## src/rtl/regfile_pkg.sv

```systemverilog
// Shared types and default sizing for the multiport register file.
// Imported by the top and by the read-port mux.
package regfile_pkg;

    localparam int DATA_W_DEF = 32;
    localparam int ADDR_W_DEF = 5;
    localparam int N_RD_DEF   = 2;

    typedef enum logic {
        CLEAR = 1'b0,
        READY = 1'b1
    } regfile_state_e;

endpackage

```

## src/rtl/regfile_read_port.sv

```systemverilog
// One read mux: stored data, optional same-cycle write forwarding, and the
// hard-wired zero entry. Output is held at zero while the file is clearing.
module regfile_read_port
    import regfile_pkg::*;
#(
    parameter int DATA_W   = DATA_W_DEF,
    parameter int ADDR_W   = ADDR_W_DEF,
    parameter int ZERO_REG = 1,
    parameter int BYPASS   = 1
) (
    input  logic              ready,
    input  logic [ADDR_W-1:0] raddr,
    input  logic [DATA_W-1:0] stored,
    input  logic              wr0_en,
    input  logic [ADDR_W-1:0] waddr0,
    input  logic [DATA_W-1:0] wdata0,
    input  logic              wr1_en,
    input  logic [ADDR_W-1:0] waddr1,
    input  logic [DATA_W-1:0] wdata1,
    output logic [DATA_W-1:0] rdata
);

    logic is_zero_reg;

    assign is_zero_reg = (ZERO_REG != 0) && (raddr == '0);

    // Write enables arrive already gated by READY and the zero entry, so a
    // match here is always a write that will really land this edge.
    always_comb begin
        rdata = '0;
        if (ready && !is_zero_reg) begin
            rdata = stored;
            if ((BYPASS != 0) && wr1_en && (waddr1 == raddr)) begin
                rdata = wdata1;
            end else if ((BYPASS != 0) && wr0_en && (waddr0 == raddr)) begin
                rdata = wdata0;
            end
        end
    end

endmodule

```

## src/rtl/regfile_multiport.sv

```systemverilog
// Parametrised register file: two prioritised write ports, N_RD combinational
// read ports, and a clear sequencer that zeroes every entry after reset or on request.
module regfile_multiport
    import regfile_pkg::*;
#(
    parameter int DATA_W   = DATA_W_DEF,
    parameter int ADDR_W   = ADDR_W_DEF,
    parameter int N_RD     = N_RD_DEF,
    parameter int ZERO_REG = 1,
    parameter int BYPASS   = 1
) (
    input  logic                     clk_i,
    input  logic                     rst_i,
    input  logic                     clear_i,
    output logic                     ready_o,
    input  logic                     we0_i,
    input  logic [ADDR_W-1:0]        waddr0_i,
    input  logic [DATA_W-1:0]        wdata0_i,
    input  logic                     we1_i,
    input  logic [ADDR_W-1:0]        waddr1_i,
    input  logic [DATA_W-1:0]        wdata1_i,
    input  logic [N_RD*ADDR_W-1:0]   raddr_i,
    output logic [N_RD*DATA_W-1:0]   rdata_o,
    output logic                     collision_o,
    output regfile_state_e           state_o
);

    localparam int DEPTH = 2 ** ADDR_W;
    localparam logic [ADDR_W-1:0] LAST_PTR = ADDR_W'(DEPTH - 1);

    regfile_state_e    state_q, state_d;
    logic [ADDR_W-1:0] ptr_q, ptr_d;
    logic              collision_q;
    logic [DATA_W-1:0] mem [DEPTH];

    logic ready;
    logic wr0_en, wr1_en;
    logic zero_a0, zero_a1;

    assign ready   = (state_q == READY);
    assign zero_a0 = (ZERO_REG != 0) && (waddr0_i == '0);
    assign zero_a1 = (ZERO_REG != 0) && (waddr1_i == '0);
    assign wr0_en  = ready && we0_i && !zero_a0;
    assign wr1_en  = ready && we1_i && !zero_a1;

    // Clear sequencer: one entry per cycle, leaves READY with pointer back at 0.
    always_ff @(posedge clk_i or posedge rst_i) begin
        if (rst_i) begin
            state_q <= CLEAR;
            ptr_q   <= '0;
        end else begin
            state_q <= state_d;
            ptr_q   <= ptr_d;
        end
    end

    always_comb begin
        state_d = state_q;
        ptr_d   = ptr_q;
        case (state_q)
            CLEAR: begin
                ptr_d = ptr_q + 1'b1;
                if (ptr_q == LAST_PTR) begin
                    state_d = READY;
                end
            end
            READY: begin
                if (clear_i) begin
                    state_d = CLEAR;
                    ptr_d   = '0;
                end
            end
            default: begin
                state_d = CLEAR;
                ptr_d   = '0;
            end
        endcase
    end

    // Port 1 is written last so it wins when both ports hit the same entry.
    always_ff @(posedge clk_i) begin
        if (state_q == CLEAR) begin
            mem[ptr_q] <= '0;
        end else begin
            if (wr0_en) begin
                mem[waddr0_i] <= wdata0_i;
            end
            if (wr1_en) begin
                mem[waddr1_i] <= wdata1_i;
            end
        end
    end

    always_ff @(posedge clk_i or posedge rst_i) begin
        if (rst_i) begin
            collision_q <= 1'b0;
        end else begin
            collision_q <= wr0_en && wr1_en && (waddr0_i == waddr1_i);
        end
    end

    for (genvar k = 0; k < N_RD; k++) begin : g_rd
        logic [ADDR_W-1:0] raddr_k;
        logic [DATA_W-1:0] stored_k;

        assign raddr_k  = raddr_i[k*ADDR_W +: ADDR_W];
        assign stored_k = mem[raddr_k];

        regfile_read_port #(
            .DATA_W   (DATA_W),
            .ADDR_W   (ADDR_W),
            .ZERO_REG (ZERO_REG),
            .BYPASS   (BYPASS)
        ) u_rd (
            .ready  (ready),
            .raddr  (raddr_k),
            .stored (stored_k),
            .wr0_en (wr0_en),
            .waddr0 (waddr0_i),
            .wdata0 (wdata0_i),
            .wr1_en (wr1_en),
            .waddr1 (waddr1_i),
            .wdata1 (wdata1_i),
            .rdata  (rdata_o[k*DATA_W +: DATA_W])
        );
    end

    assign ready_o     = ready;
    assign collision_o = collision_q;
    assign state_o     = state_q;

endmodule

```

## config.mk

```make
export PLATFORM = sky130hd
export DESIGN_NAME = regfile_multiport
export DESIGN_NICKNAME = d
export VERILOG_FILES = /design/src/rtl/regfile_pkg.sv /design/src/rtl/regfile_read_port.sv /design/src/rtl/regfile_multiport.sv
export SDC_FILE = /design/constraint.sdc
export NUM_CORES = 2
export LEC_CHECK = 0
export ABC_AREA = 1
export CORE_ASPECT_RATIO = 0.7
export CORE_MARGIN = 5
export CORE_UTILIZATION = 50
export DETAILED_ROUTE_END_ITERATION = 16
export PLACE_DENSITY = 0.7
export SLEW_MARGIN = 20
export SYNTH_ARGS = -nofsm -noshare
export SYNTH_HDL_FRONTEND = slang
export SYNTH_HIERARCHICAL = 1
export SYNTH_SLANG_ARGS = --single-unit
```

## constraint.sdc

```tcl
create_clock -name clk_i -period 4.6 [get_ports clk_i]
set_clock_uncertainty 0.05 [all_clocks]
set_input_delay 0.92 -clock clk_i [delete_from_list [all_inputs] [get_ports clk_i]]
set_output_delay 0.92 -clock clk_i [all_outputs]
set_load 0.05 [all_outputs]
```

==> results.sh <==
export IMPL_status="finished, final reports clean"
export IMPL_clk_pin_slew_ps=70
export IMPL_root_buffer="clkbuf_16"
export IMPL_maxCapViolCount=0
export IMPL_rows=111
export IMPL_fin_cells=10630
export IMPL_power_frac_clock=0.303
export IMPL_yosys_register_bits=1031
export IMPL_tns_ps=0
export IMPL_first_global_vias=61432
export IMPL_cpMaxStageDelayCell="clkdlybuf4s50_1"
export IMPL_overflow=0
export IMPL_dp_hpwl_mm=151
export IMPL_cts_resized=0
export IMPL_peakVddDrop_v=0.000467
export IMPL_switching_share=0.345
export IMPL_totalPowerFinal_mw=28.3
export IMPL_fp_dieH_um=314
export IMPL_fillers=11907
export IMPL_cp_num_buf_inv=4
export IMPL_coreArea_um2=131000
export IMPL_netSwitchingPower_mw=9.74
export IMPL_slew_violations=0
export IMPL_critPathArrivalTime_ps=3430
export IMPL_worstPathMaxFanout=32
export IMPL_regToRegStartpoint="ready_o"
export IMPL_die_area_um2=140000
export IMPL_cts_inserted_buffers=102
export IMPL_tightest_slew_ps=1120
export IMPL_syn_nets=9235
export IMPL_drt_first_iter_violations=11103
export IMPL_holdBufCountCts=0
export IMPL_portBuffers=155
export IMPL_wl_mm=256
export IMPL_cellInternalPower_mw=18.5
export IMPL_p_per_area_nw_per_um2=392
export IMPL_cp_required_ps=3630
export IMPL_critPathLaunch="waddr0_i[0]"
export IMPL_clockBufferDepth=3
export IMPL_insertion_delay_ps=720
export IMPL_critPathTopFamily="simple AND/OR/NAND/NOR gates"
export IMPL_reg2reg_depth=9
export IMPL_drive_above_1_share=0.0691
export IMPL_yosys_warnings=6
export IMPL_fin_crit_ps=4400
export IMPL_cts_tree="done"
export IMPL_critPathKind="input port to primary output"
export IMPL_postCtsSetupBuffers=0
export IMPL_initial_core_util=0.504
export IMPL_grt_pass1_wl_mm=379
export IMPL_power_frac_comb=0.260
export IMPL_end_kind="primary output"
export IMPL_finalSetupViolCount=0
export IMPL_antenna_found_initial=1
export IMPL_cp_common_cell="nand2_1"
export IMPL_ant_nets=0
export IMPL_syn_inst=9144
export IMPL_multiInputGateArea_um2=30700
export IMPL_io_pins=156
export IMPL_p_leak_nw=29.3
export IMPL_grt_usage=0.353
export IMPL_cp_depth=13
export IMPL_hold_viol=0
export IMPL_min_period_over_period=0.957
export IMPL_htreeDepth=3
export IMPL_clock_sinks=1031
export IMPL_area_growth_pct=9.13
export IMPL_vias=66650
export IMPL_cp_cell_sequence="clkdlybuf4s50_1 -> nor2_1 -> nand3_1 -> nand2_2 -> inv_4 -> nand2_1 -> nor2_4 -> nand3_4 -> nand2_1 -> nand3_1 -> nand2_1 -> inv_1 -> buf_4"
export IMPL_post_route_drc_count=0
export IMPL_yosysUniqueCellTypes=34
export IMPL_fin_nets=8887
export IMPL_synth_area_um2=66100
export IMPL_ys_seq_area_frac=0.468
export IMPL_grt_max_degree=105
export IMPL_drt_first_pass_iters=7
export IMPL_hold_class="input port to async pin"
export IMPL_vias_per_cell=6.27
export IMPL_wl_per_cell_um=24.1
export IMPL_rsz0062_at_grt="no"
export IMPL_fmax_ghz=0.227
export IMPL_slew_headroom=0.254
export IMPL_placedCellCount=10443
export IMPL_regArea_um2=30900
export IMPL_place_gp_congestion=0.905
export IMPL_seqPwrFrac=0.437
export IMPL_die_x_um=445
export IMPL_crit_path_max_incr_delay_ps=560
export IMPL_worstSetupStartpointType="input port"
export IMPL_syn_avg_cell_area_um2=7.23
state kept, by name (all words and copies together), names as in the netlist:
name         cells
ready_o          1
collision_o      1
mem           1024
ptr_q            5
layer usage:
layer  GRT usage  vias up  part of all wire
met4       0.193        0             0.063
met5           0        -                 0
met2       0.527     5693              0.43
li1            -    29707                 -
met3      0.0866      982              0.16
met1       0.476    30268              0.36
synth_stat cells:
cell | n | area [µm²]
nand2_1 | 4178 | 15700
nand3_1 | 1613 | 8070
edfxtp_1 | 1024 | 30700
o21ai_0 | 750 | 3750
clkbuf_1 | 393 | 1480
o21ai_1 | 250 | 1250
buf_2 | 231 | 1160
nor2_1 | 157 | 589
inv_1 | 145 | 544
buf_1 | 103 | 387
buf_4 | 68 | 510
nand4_1 | 68 | 425
buf_6 | 25 | 282
nand2_4 | 25 | 282
inv_2 | 21 | 78.8
inv_4 | 19 | 119
nor2_4 | 13 | 146
nor2_2 | 8 | 50.1
clkinv_2 | 7 | 35.0
dfrtp_1 | 7 | 175
nand2_2 | 7 | 43.8
clkbuf_2 | 6 | 30.0
nor3_1 | 6 | 30.0
nand3_4 | 4 | 70.1
xnor2_1 | 3 | 26.3
buf_8 | 2 | 30.0
clkinv_4 | 2 | 17.5
ha_1 | 2 | 25.0
xor2_1 | 2 | 17.5
a21oi_1 | 1 | 5.00
and2_1 | 1 | 6.26
inv_6 | 1 | 8.76
nand2_8 | 1 | 20.0
or2_2 | 1 | 6.26
cells in the final DEF (no fill, tap or decap), types with 17 or more instances in the layout:
master,synthesis,layout
nand2_1,4178,4123
nand3_1,1613,1610
edfxtp_1,1024,1024
o21ai_0,750,750
o21ai_1,250,248
buf_4,68,190
nor2_1,157,157
inv_1,145,141
clkbuf_16,0,106
buf_12,0,94
clkdlybuf4s50_1,0,81
nand4_1,68,68
nand2_2,7,62
clkinv_2,7,29
nand2_4,25,25
clkinv_1,0,23
inv_4,19,20
clkbuf_1,393,18
nor2_4,13,17
cell type report:
cell class | instances | area share
antenna | 2 | 0.0000694
timing repair buffer | 376 | 0.0589
clock buffer | 124 | 0.0377
sequential | 1031 | 0.429
clock inverter | 61 | 0.00713
multi-input combinational | 7090 | 0.425
tap | 1751 | 0.0304
inverter | 195 | 0.0118
worst reg2reg max path, stage by stage (launching register included):
cell and delay [ps]:
dfrtp_1 660, nand2_1 150, inv_2 140, nand2_2 170, inv_4 160, buf_4 630
nand2_1 360, inv_2 520, nand2_1 110, o21ai_0 130
metrics by stage:
| step | setup WS [ps] | area, µm² | hold slack, ps | util |
|---|---|---|---|---|
| after floorplan | 1100 | 66100 | 494 | - |
| after global placement | 240 | 68900 | 548 | 0.525 |
| after detailed placement | 186 | 68900 | 569 | 0.525 |
| after CTS | 176 | 72100 | 359 | 0.550 |
| after global routing | 24.0 | 72100 | 383 | 0.550 |
| final | 197 | 72100 | 400 | 0.550 |
worst paths after layout:
path                                   end  slack [ps]
worst max-delay path            rdata_o[5]         200
worst min-delay path              ptr_q[0]         400
worst max register to register  mem[1][31]        1360
worst min register to register    ptr_q[2]         580
max in group asynchronous         ptr_q[1]        3880
min in group clk_i                ptr_q[2]         580
cell families after synthesis:
kind of cell               share of synthesized area
adders and majority gates                   0.000379
and+or+nand+nor                                0.385
DFF                                            0.468
buffers and inverters                         0.0707
xor gates and xnor gates                    0.000663
AOI/OAI and AO/OA                             0.0758
power groups by stage:
stage,Clock [mW],Combinational [mW],Sequential (mW)
after floorplan,0,4.55,12.4
after global placement,0,6.99,12.5
after detailed placement,0,7.14,12.5
after CTS,8.52,7.16,12.3
after global routing,8.92,7.89,12.5
final,8.56,7.36,12.4
No activity file was read; power rests on OpenSTA's default activity.
